File: src/rtl/seg7_count_sequencer.sv
// Hex count sequencer for the 7-segment decoder: debounced run/clear buttons,
// prescaled up/down stepping, parallel load and a manual display override.

module seg7_btn_debounce #(
  parameter int DEBOUNCE = 3
) (
  input  logic clk,
  input  logic rst_n,
  input  logic btn,
  output logic press
);
  localparam int CW = (DEBOUNCE < 2) ? 1 : $clog2(DEBOUNCE);

  logic [1:0]    sync;
  logic [CW-1:0] cnt;
  logic          lvl, lvl_q;

  always_ff @(posedge clk or negedge rst_n) begin
    if (!rst_n) begin
      sync  <= '0;
      cnt   <= '0;
      lvl   <= 1'b0;
      lvl_q <= 1'b0;
    end else begin
      sync  <= {sync[0], btn};
      lvl_q <= lvl;
      if (sync[1] != lvl) begin
        // the level flips on the DEBOUNCE-th consecutive differing sample
        if (cnt == CW'(DEBOUNCE - 1)) begin
          lvl <= sync[1];
          cnt <= '0;
        end else begin
          cnt <= cnt + CW'(1);
        end
      end else begin
        cnt <= '0;
      end
    end
  end

  assign press = lvl & ~lvl_q;
endmodule

module seg7_count_sequencer #(
  parameter int PRESCALE = 4,
  parameter int DEBOUNCE = 3
) (
  input  logic       clk,
  input  logic       rst_n,
  input  logic       btn_run,
  input  logic       btn_clr,
  input  logic       dir,
  input  logic       load,
  input  logic [3:0] load_val,
  input  logic       manual,
  input  logic [3:0] manual_val,
  output logic [3:0] digit,
  output logic [3:0] count,
  output logic       running,
  output logic       step,
  output logic       wrap
);
  localparam int PW = $clog2(PRESCALE);

  typedef enum logic [1:0] {IDLE, RUN, PAUSE} state_t;

  state_t        state, state_nx;
  logic [PW-1:0] pre, pre_nx;
  logic [3:0]    count_nx;
  logic          step_nx, wrap_nx;
  logic [1:0]    btn_raw, press;

  assign btn_raw = {btn_clr, btn_run};

  seg7_btn_debounce #(.DEBOUNCE(DEBOUNCE)) u_deb [1:0] (
    .clk   (clk),
    .rst_n (rst_n),
    .btn   (btn_raw),
    .press (press)
  );

  always_comb begin
    state_nx = state;
    count_nx = count;
    pre_nx   = pre;
    step_nx  = 1'b0;
    wrap_nx  = 1'b0;
    if (press[1]) begin
      state_nx = IDLE;
      count_nx = 4'd0;
      pre_nx   = '0;
    end else begin
      case (state)
        IDLE: begin
          if (load) count_nx = load_val;
          if (press[0]) begin
            state_nx = RUN;
            pre_nx   = '0;
          end
        end
        RUN: begin
          if (pre == PW'(PRESCALE - 1)) begin
            pre_nx   = '0;
            step_nx  = 1'b1;
            wrap_nx  = dir ? (count == 4'd0) : (count == 4'hf);
            count_nx = dir ? count - 4'd1 : count + 4'd1;
          end else begin
            pre_nx = pre + PW'(1);
          end
          if (press[0]) state_nx = PAUSE;
        end
        PAUSE: begin
          // prescaler is left untouched so a resume finishes the open period
          if (load) count_nx = load_val;
          if (press[0]) state_nx = RUN;
        end
        default: state_nx = IDLE;
      endcase
    end
  end

  always_ff @(posedge clk or negedge rst_n) begin
    if (!rst_n) begin
      state   <= IDLE;
      pre     <= '0;
      count   <= 4'd0;
      digit   <= 4'd0;
      running <= 1'b0;
      step    <= 1'b0;
      wrap    <= 1'b0;
    end else begin
      state   <= state_nx;
      pre     <= pre_nx;
      count   <= count_nx;
      digit   <= manual ? manual_val : count_nx;
      running <= (state_nx == RUN);
      step    <= step_nx;
      wrap    <= wrap_nx;
    end
  end
endmodule

File: config.mk
export PLATFORM = sky130hd
export DESIGN_NAME = seg7_count_sequencer
export DESIGN_NICKNAME = d
export VERILOG_FILES = /design/src/rtl/seg7_count_sequencer.sv
export SDC_FILE = /design/constraint.sdc
export NUM_CORES = 1
export LEC_CHECK = 0
export BUFFER_PORTS_ARGS = -buffer_cell sky130_fd_sc_hd__buf_2
export CAP_MARGIN = 10
export CORE_ASPECT_RATIO = 1.4
export CORE_MARGIN = 2
export CORE_UTILIZATION = 47
export CTS_CLUSTER_SIZE = 24
export DETAILED_ROUTE_END_ITERATION = 16
export PLACE_DENSITY = 0.73
export SLEW_MARGIN = 20
export SYNTH_ARGS = -nofsm -noshare
export SYNTH_HDL_FRONTEND = slang
export SYNTH_SLANG_ARGS = --single-unit
File: constraint.sdc
create_clock -name clk -period 1.5 [get_ports clk]
set_clock_uncertainty 0.05 [all_clocks]
set_input_delay 0.15 -clock clk [delete_from_list [all_inputs] [get_ports clk]]
set_output_delay 0.15 -clock clk [all_outputs]
set_load 0.01 [all_outputs]
-- Yosys cells after proc, flatten, opt, wreduce, memory -nomap -nowiden
Cells that the tools add are included.
- register bits: 27
- bits of input ports: 15
- output and inout bits: 11
- mux-type cells: 25
- add/subtract/negate cells: 5
- bitwise operators: 4
- reduce and logical (&&, ||, !) cells: 7
- eq/ne operators: 10
- operators with widths (kind ; number):
    2-bit 2-to-1 mux ; 10
    4-bit 2-to-1 mux ; 5
    2-bit == test (second input constant) ; 4
    2-bit case mux with 2 select lines ; 2
    4-bit case mux with 2 select lines ; 1
    1-bit 2-to-1 mux ; 7
    2-bit by 1-bit adder with 2-bit output (second input constant) ; 3
    2-bit AND reduction ; 3
    4-bit by 1-bit adder with 4-bit output (second input constant) ; 1
    2-bit by 1-bit == test with 1-bit output (second input constant) ; 2
    4-bit == test (second input constant) ; 1
    4-bit logical NOT ; 1
    4-bit by 1-bit subtractor with 4-bit output (second input constant) ; 1
    3-bit by 1-bit != test with 1-bit output (second input constant) ; 1
    3-bit nonzero test ; 1
    1-bit bitwise AND ; 2
    2-bit logical NOT ; 1
    1-bit != test ; 2
    1-bit NOT ; 2
    2-bit OR reduction ; 1

-- Longest topological paths before layout
Gate-level depths: netlist of run 1.
- depth after elaboration: 6
- depth in mapped cells: 5
- gate-level depth less buffers: 5

-- Hierarchy
From an unflattened synthesis of run 1, not the netlist that was laid out.
- cells, all modules: 103
- area, all modules: 1247.4 um^2
- modules (own cells, without submodules) (module ; cells an instance ; area each (um^2) ; sequential area each (um^2) ; times used):
    seg7_count_sequencer ; 79 ; 824.5 ; 375.4 ; 1
    seg7_btn_debounce ; 12 ; 211.5 ; 150.1 ; 2

-- Least setup slack after synthesis of run 1
Ideal clock, no wire load.
- kind: reg2reg
- start: register count[2]
- end: register count[3]
- data arrival time: 1.539 ns
- clock period less this slack: 1.713 ns
- required time: 1.326 ns
- setup time: 0.124 ns
- stages on the path, launching flop included: 6
- path slack: -0.213 ns
- cell sequence: dfrtp_1 ha_1 a21oi_1 a211o_1 and3_1 o31a_1
- cells in the longest elaborated chain, start to end: 5
- elaborated cells on any way between the ends: 6
- ends and longest elaborated chain (item ; line ; RTL):
    start: declaration ; 58 ; output logic [3:0] count,
    start signal: assignment ; 134 ; count <= count_nx;
    4-bit by 1-bit adder with 4-bit output or 4-bit by 1-bit subtractor with 4-bit output (tied branches) ; 106 ; count_nx = dir ? count - 4'd1 : count + 4'd1;
    4-bit 2-to-1 mux (*) ; 106 ;
    4-bit 2-to-1 mux (*) ; 102 ; if (pre == PW'(PRESCALE - 1)) begin
    4-bit case mux with 2 select lines (*) ; 93 ; case (state)
    4-bit 2-to-1 mux (*) ; 88 ; if (press[1]) begin
    via count_nx[3] ; 69 ; logic [3:0] count_nx;
The timed path passes the listed nets; every way through them passes the cells marked *.
A chain may end at the register's enable or synchronous reset.

-- Final worst setup path of run 1
Same ends and word-level chain as after synthesis.

==> impl_metrics.ini, run 1 <==
[logic_synthesis]
synth_edf_count = 0
avgSynthCellArea_um2 = 11.8
synthCells = 104
synth_top_family_by_area = simple AND/OR/NAND/NOR gates
yosysWarnings = 0
synth.largest_area_cell = dfrtp_1
synth.distinct_cells = 36
synth_top_area_share_pct = 55.0
synthesis.nets = 123
yosysSeqAreaShare_pct = 55.0
synth.most_common_cell = dfrtp_1
syn_area_um2 = 1230
synthMuxAreaShare_pct = 6.21
synthFlopType = dfrtp_1
synth-async-reset-ratio_pct = 100
synth_xor_xnor_area_share_pct = 2.85
synth_common_cells = dfrtp_1, nor2_1, nor2b_1, nor3_1, a21oi_1
synth.area.top_cells = dfrtp_1, nor2_1, ha_1
synthAdderAreaFrac_pct = 4.68
synth-seq-cells = 27
synthSimpleGateAreaFrac_pct = 17.5
synth_compound_area_share_pct = 12.0

[global_route]
grt.busiest_layer = met2
grt_pass1_vias = 1005
gr-usage-met1_pct = 23.5
grt-ovfl-total = 0
antenna_found_initial = 0
grt_use_met2_pct = 38.4
grt_pass1_wl_mm = 4.53
grt.met3_usage_pct = 2.23
grt_max_degree = 28
grtUsageTotal_pct = 21.0

[job]
cap_violations = 0

[sta]
slew_viol_final = 0
worst_slack_ns = -0.142
tightestPinTransition_ns = 0.595
slew_headroom_pct = 60.3
hold_viol = 0
min_period_ns = 1.64
max_clock_freq_mhz = 609
hold_ws_ns = 0.108
final-setup-viol-count = 7
rsz0062_at_grt = yes
fin_crit_sh_pct = 109

[floorplan]
core_um2 = 2440
rows = 21
die_x_um = 47.2
dieArea_um2 = 3040
initial_utilization_pct = 50.3
die_y_um = 64.5
io_pins = 26

[cts]
cts_root_buf = clkbuf_4
cts_buffers = 3
clk_latency_ns = 0.32
cts_buffer_depth = 2
cts_tree = built
h-tree-depth = 1
path_clk_slew_ns = 0.14
cts_sinks = 27

[drt]
wirelength_mm = 2.80
drt_pass1_iterations = 4
vias = 1011
avgViaCountPerCell = 5.32
wire_per_inst_um = 14.7
drc = 0
drtIter0Drc = 22
ant_nets = 0

[final_layout]
final_util_pct = 70.8
layout.nets = 176
fillers = 192
diodes = 0
final_cell_area_um2 = 1730
final-seq-area_um2 = 678
syn_to_final_growth_pct = 40.8
multiInputGateArea_um2 = 621
drive_gt1_share_pct = 46.2

[critical_path]
r2r_end = count[3]
cp_num_buf_inv = 0
reg2reg_from = count[2]
cp.required_ns = 1.68
crit_path_start = count[2]
worstSetupPathType = reg -> reg
worstPathMaxFanout = 3
path_delay_family = compound AO/OA/AOI/OAI gates
cpPeakStageDelay_ns = 0.45
crit_slowest_cell = dfrtp_2
r2r_cells = 5
crit_chain = ha_4 > a21oi_2 > a211o_1 > and3_1 > o31a_1
worstPathArrival_ns = 1.82
worstSetupEndpointType = flop
cp.depth = 5
critPathCapture = count[3]
reg2reg_slack_ns = -0.14
cp-start-kind = flop

[pwr]
clockPowerShare_pct = 10.4
switchingPower_uw = 1140
switching_share_pct = 37.1
powerDensity_nw_per_um2 = 1780
peakVddDrop_mv = 1.21
p_int_uw = 1930
leakage_uw = 0.000792
p_comb_share_pct = 51.5
seqPwrFrac_pct = 38.1

[run_status]
violations = setup timing
status = complete, but fails checks

[min_path]
hp-class = in -> reg

[placement]
port_buffers = 25
preCtsSetupSlack_ns = -0.232
gp_congestion = 0.818
placed_area_um2 = 1550
place_hpwl_mm = 2.01
## cell usage in the layout, fill, tap and decap left out, drive strengths merged, types with 2 or more instances in the layout
| cell | netlist | final |
|---|---|---|
| buf | 3 | 45 |
| dfrtp | 27 | 27 |
| nor2 | 11 | 11 |
| nor2b | 6 | 6 |
| dlygate4sd3 | 0 | 6 |
| nor3 | 6 | 6 |
| a21oi | 5 | 5 |
| mux2 | 5 | 5 |
| a211oi | 4 | 4 |
| clkbuf | 0 | 3 |
| xnor2 | 3 | 3 |
| ha | 3 | 3 |
| nand2b | 2 | 2 |
| inv | 2 | 2 |
| nand2 | 2 | 2 |
| nor3b | 2 | 2 |
| nand4 | 2 | 2 |
| and3 | 2 | 2 |
| mux2i | 2 | 2 |
| nand3b | 2 | 2 |
| a2111oi | 2 | 2 |
## worst min-delay path by stage
stage,from,end,slack (ns),cells past startpoint
finish,load,count[2],0.11,2
floorplan,rst_n,count[0],-0.20,0
global route,load,count[2],0.10,2
CTS,manual_val[3],digit[3],0.08,3
global placement,rst_n,digit[0],0.14,1
detailed placement,rst_n,digit[0],0.13,1
## sequential cells by signal, summed over array words and instances (netlist names)
register and count:
count 4, digit 4, u_deb.cnt 4, u_deb.sync 4, pre 2, state 2
u_deb.lvl 2, u_deb.lvl_q 2, running 1, step 1, wrap 1
## repair_timing
action / in CTS / in global routing
setup endpoints to repair: 8 / 8
hold buffers: 6 / 0
resized for setup: 7 / 10
buffers inserted: 2 / 0
pin swaps: 5 / 5
hold endpoints to repair: 32 / 0
## power groups by stage
stage	logic [µW]	registers (µW)	clock network, µW
after floorplan	709	1230	0
after global placement	1340	1160	0
after detailed placement	1400	1180	0
after CTS	1510	1170	326
after global routing	1720	1200	362
final	1580	1170	320
## logic make-up after synthesis
kind of cell               count (synthesis)
AOI/OAI and AO/OA                         18
muxes                                      7
and+or+nand+nor                           39
buffers and inverters                      5
adders and majority gates                  4
DFF                                       27
xor gates and xnor gates                   4
## metrics by stage
step                      power (µW)  setup TNS, ns  cells
final                           3070         -0.434    190
after global routing            3290         -0.895    190
after CTS                       3010         -0.477    190
after detailed placement        2580         -0.921    178
after global placement          2490         -0.511    178
after floorplan                 1940         -0.376    104
## layer usage
| metal | wire [µm] | share of wire [%] | vias to the layer above |
|---|---|---|---|
| met5 | 0 | 0 | - |
| met2 | 1610 | 58 | 25 |
| met1 | 1090 | 39 | 498 |
| met4 | 31 | 1.1 | 0 |
| met3 | 68 | 2.4 | 6 |
| li1 | - | - | 482 |
## layout make-up
class / instances / area share, %
clock inverter: 1 / 0.434
tap: 34 / 2.46
inverter: 2 / 0.434
timing repair buffer: 51 / 20.3
multi-input combinational: 72 / 35.9
sequential: 27 / 39.2
clock buffer: 3 / 1.30
No activity file was read; power rests on OpenSTA's default activity.
==> run 2, diff against run 1 <==
--- a/config.mk
+++ b/config.mk
@@ -7,7 +7,7 @@
 export LEC_CHECK = 0
 export BUFFER_PORTS_ARGS = -buffer_cell sky130_fd_sc_hd__buf_2
 export CAP_MARGIN = 10
-export CORE_ASPECT_RATIO = 1.4
+export CORE_ASPECT_RATIO = 0.9
 export CORE_MARGIN = 2
 export CORE_UTILIZATION = 47
 export CTS_CLUSTER_SIZE = 24
==> run 2 against run 1 <==
Compared with the run above: the flow still finishes with violations (setup timing); register-to-register slack worse by 0.06 ns; final area up 0.29%; largest power group unchanged; total power up 2.2%; wire length up 12%; non-clock buffer count down 2; sequential cell count unchanged; via count up 1.7%; hold slack worse by 0.0089 ns; clock power up 12%.
==> impl_metrics.ini, run 2 (same netlist as run 1, synthesis figures left out) <==
[run_status]
status = complete, but fails checks
violations = setup timing

[sta]
slew_viol_final = 0
tightestPinTransition_ns = 0.583
worst_slack_ns = -0.206
final-setup-viol-count = 5
hold_ws_ns = 0.0986
slew_headroom_pct = 61.1
rsz0062_at_grt = yes
min_period_ns = 1.71
fin_crit_sh_pct = 114
max_clock_freq_mhz = 586
hold_viol = 0

[final_layout]
final_util_pct = 70.3
final_cell_mix = buf_2, dfrtp_1, buf_4
final_cell_area_um2 = 1740
layout.nets = 174
fillers = 192
layout_commonest_cell = buf_2
diodes = 0
syn_to_final_growth_pct = 41.2
drive_gt1_share_pct = 46.8

[placement]
gp_congestion = 0.786
port_buffers = 25
placed_area_um2 = 1490
preCtsSetupSlack_ns = -0.212
place_hpwl_mm = 1.97

[cts]
clk_latency_ns = 0.35
path_clk_slew_ns = 0.16
cts_tree = built
cts_sinks = 27
h-tree-depth = 1
cts_buffers = 3
cts_buffer_depth = 2
cts_root_buf = clkbuf_4

[pwr]
leakage_uw = 0.000787
peakVddDrop_mv = 1.27
powerDensity_nw_per_um2 = 1810

[drt]
drtIter0Drc = 20
drt_pass1_iterations = 4
drc = 0
wirelength_mm = 3.14
wire_per_inst_um = 17.3
vias = 1028
avgViaCountPerCell = 5.65
ant_nets = 0

[critical_path]
cp_num_buf_inv = 0
worstSetupPathType = reg -> reg
crit_slowest_cell = dfrtp_2
cp.required_ns = 1.71
worstPathArrival_ns = 1.91
worstSetupEndpointType = flop
r2r_cells = 5
crit_chain = ha_4 > a21oi_2 > a211o_1 > and3_1 > o31a_1
cp.depth = 5
cp-start-kind = flop
cpPeakStageDelay_ns = 0.47
worstPathMaxFanout = 3
path_delay_family = compound AO/OA/AOI/OAI gates

[floorplan]
die_x_um = 57.9
initial_utilization_pct = 49.8
rows = 17
dieArea_um2 = 3040
core_um2 = 2470
die_y_um = 52.5
io_pins = 26

[global_route]
grt_pass1_vias = 1045
grt-ovfl-total = 0
antenna_found_initial = 0
grt_pass1_wl_mm = 4.76
grt_max_degree = 28
grtUsageTotal_pct = 21.9

[min_path]
min_path_cells = 3
hp-class = in -> reg

[job]
cap_violations = 0
run 2: layout make-up:
cell class              instances  area, µm²  area share, %
clock buffers                   3       22.5           1.30
clock inverters                 1       8.76          0.505
inverters                       2       7.51          0.433
multi-input cells              72        654           37.7
flip-flops and latches         27        679           39.1
well taps                      28       35.0           2.02
repair buffers                 49        328           18.9
run 2: through the flow:
step	cells	TNS [ns]	power, µW
final	182	-0.696	3140
after global routing	182	-1.04	3350
after global placement	167	-0.409	2400
after detailed placement	167	-0.706	2470
after floorplan	104	-0.376	1940
after CTS	179	-0.568	2910
run 2: worst paths after layout:
check / startpoint / endpoint / slack [ns]
setup / recovery: count[2] / count[3] / -0.21
hold / removal: manual_val[3] / digit[3] / 0.1
setup reg to reg: count[2] / count[3] / -0.21
hold reg to reg: u_deb[0].sync[0] / u_deb[0].sync[1] / 0.32
max in group asynchronous: rst_n / count[0] / 0.73
min in group asynchronous: rst_n / step / 0.25
run 2: layer usage:
metal  wire (µm)  vias up  global-route usage, %
li1            -      475                      -
met3         156       13                   5.43
met2        1640       38                   37.9
met5           0        -                      0
met1        1220      502                   25.3
met4         123        0                   10.9
run 2: worst register-to-register path: cells and delay by family, from the launching register on:
| family | cells | cell delay, ns |
|---|---|---|
| adder cells (fa/ha/maj) | 1 | 0.29 |
| flip-flops | 1 | 0.47 |
| AND/OR/NAND/NOR | 1 | 0.17 |
| AO/OA/AOI/OAI | 3 | 0.64 |
run 2: what timing repair did:
action,4_1_cts,5_1_grt
setup endpoints to repair,6,8
gates resized for setup,8,14
hold buffers,6,0
pin swaps,6,8
buffers inserted,2,3
hold endpoints to repair,32,0
run 2: where the power goes:
| group | internal, µW | total [µW] | switching (µW) |
|---|---|---|---|
| logic | 832 | 1600 | 765 |
| clock network | 110 | 358 | 248 |
| registers | 984 | 1190 | 202 |
| total | 1930 | 3140 | 1210 |
==> run 3, diff against run 2 <==
--- a/config.mk
+++ b/config.mk
@@ -13,6 +13,7 @@
 export CTS_CLUSTER_SIZE = 24
 export DETAILED_ROUTE_END_ITERATION = 16
 export PLACE_DENSITY = 0.73
+export SETUP_SLACK_MARGIN = 0.15
 export SLEW_MARGIN = 20
 export SYNTH_ARGS = -nofsm -noshare
 export SYNTH_HDL_FRONTEND = slang
==> run 3 against run 2 <==
Compared with the run above: the run still ends with setup timing left; sequential power barely moved; non-clock buffer count fell by 3; die area did not move; hold slack improved by 0.011 ns; cell count fell by 1.6%; final area did not move; wire length fell by 20%; first-iteration DRC count fell by 25%; sequential cell count did not move; maximum frequency rose by 2.3%; highest routed layer is now met3.
==> impl_metrics.ini, run 3 (same netlist as run 1, synthesis figures left out) <==
[run_status]
status = complete, but fails checks
violations = setup timing

[sta]
slew_headroom_pct = 62.2
hold_viol = 0
final-setup-viol-count = 5
fin_crit_sh_pct = 111
rsz0062_at_grt = yes
tightestPinTransition_ns = 0.568
slew_viol_final = 0
min_period_ns = 1.67
hold_ws_ns = 0.110
worst_slack_ns = -0.168
max_clock_freq_mhz = 600
tns_ns = -0.538

[cts]
cts_sinks = 27
cts_root_buf = clkbuf_4
path_clk_slew_ns = 0.15
clk_latency_ns = 0.33
h-tree-depth = 1
cts_buffers = 3
cts_tree = built
cts_buffer_depth = 2

[global_route]
grt_pass1_vias = 969
grt_pass1_wl_mm = 4.26
antenna_found_initial = 0
grtUsageTotal_pct = 18.6
grt-ovfl-total = 0
grt_max_degree = 28

[job]
cap_violations = 0

[pwr]
leakage_uw = 0.000781
peakVddDrop_mv = 1.17
powerDensity_nw_per_um2 = 1790
power_uw = 3110

[critical_path]
worstSetupPathType = reg -> reg
path_delay_family = compound AO/OA/AOI/OAI gates
cp.required_ns = 1.73
crit_slowest_cell = dfrtp_2
cp_num_buf_inv = 1
crit_chain = ha_4 > nand3_2 > a211o_1 > buf_4 > a21oi_1 > o31a_1
cp-start-kind = flop
reg2reg_slack_ns = -0.17
worstPathMaxFanout = 3
worstSetupEndpointType = flop
cpPeakStageDelay_ns = 0.47
worstPathArrival_ns = 1.89

[placement]
gp_congestion = 0.845
port_buffers = 25
place_hpwl_mm = 1.78

[drt]
ant_nets = 0
drc = 0
drt_pass1_iterations = 4
avgViaCountPerCell = 5.39
drtIter0Drc = 15
vias = 965
wirelength_mm = 2.51
wire_per_inst_um = 14.0

[floorplan]
core_um2 = 2470
die_y_um = 52.5
io_pins = 26
initial_utilization_pct = 49.8
die_x_um = 57.9
rows = 17
dieArea_um2 = 3040

[final_layout]
drive_gt1_share_pct = 46.4
diodes = 0
final_cell_mix = dfrtp_1, buf_2, buf_4
syn_to_final_growth_pct = 41.2
layout.nets = 171

[min_path]
hp-class = in -> reg
run 3: final cells by class:
cell class / count / area, µm²
sequential: 27 / 679
inverter: 2 / 7.51
tap: 28 / 35.0
fill: 166 / 732
clock inverter: 1 / 8.76
clock buffer: 3 / 22.5
multi-input combinational: 72 / 658
timing repair buffer: 46 / 324
run 3: power breakdown:
part | total, µW | switching (µW) | internal, µW
clock | 328 | 219 | 109
combinational | 1610 | 753 | 861
sequential | 1160 | 180 | 984
total | 3110 | 1150 | 1950
run 3: per-stage QoR:
| step | worst slack [ns] | util, % | std cells | instance area [µm²] |
|---|---|---|---|---|
| 2_1_floorplan | -0.156 | - | 104 | 1260 |
| 5_1_grt | -0.246 | 70.3 | 179 | 1740 |
| 6_report | -0.168 | 70.3 | 179 | 1740 |
| 4_1_cts | -0.142 | 66.8 | 178 | 1650 |
| 3_5_place_dp | -0.167 | 61.2 | 166 | 1510 |
| 3_3_place_gp | -0.136 | 61.2 | 166 | 1510 |
run 3: worst register-to-register path, stage by stage (launching register included):
cell	delay (ns)
dfrtp_2	0.47
ha_4	0.28
nand3_2	0.07
a211o_1	0.32
buf_4	0.15
a21oi_1	0.14
o31a_1	0.14
run 3: routing by layer:
layer / wire (µm) / up-vias / GRT usage, %
li1: - / 468 / -
met1: 1130 / 473 / 24.0
met5: 0 / - / 0
met2: 1250 / 24 / 33.3
met3: 132 / 0 / 4.94
met4: 0 / 0 / 0
run 3: what timing repair did:
item / in CTS / in global routing
buffers inserted: 2 / 1
setup endpoints to repair: 7 / 10
endpoints found under the hold margin: 32 / 0
pin swaps: 7 / 6
hold buffers: 6 / 0
resized for setup: 5 / 14
run 3: final timing paths:
| kind | endpoint | startpoint | cells past startpoint |
|---|---|---|---|
| max in group asynchronous | count[2] | rst_n | 2 |
| setup / recovery | count[3] | count[1] | 6 |
| min in group asynchronous | state[1] | rst_n | 2 |
| setup reg to reg | count[3] | count[1] | 6 |
| hold / removal | count[2] | load | 2 |
| hold reg to reg | u_deb[0].sync[1] | u_deb[0].sync[0] | 0 |
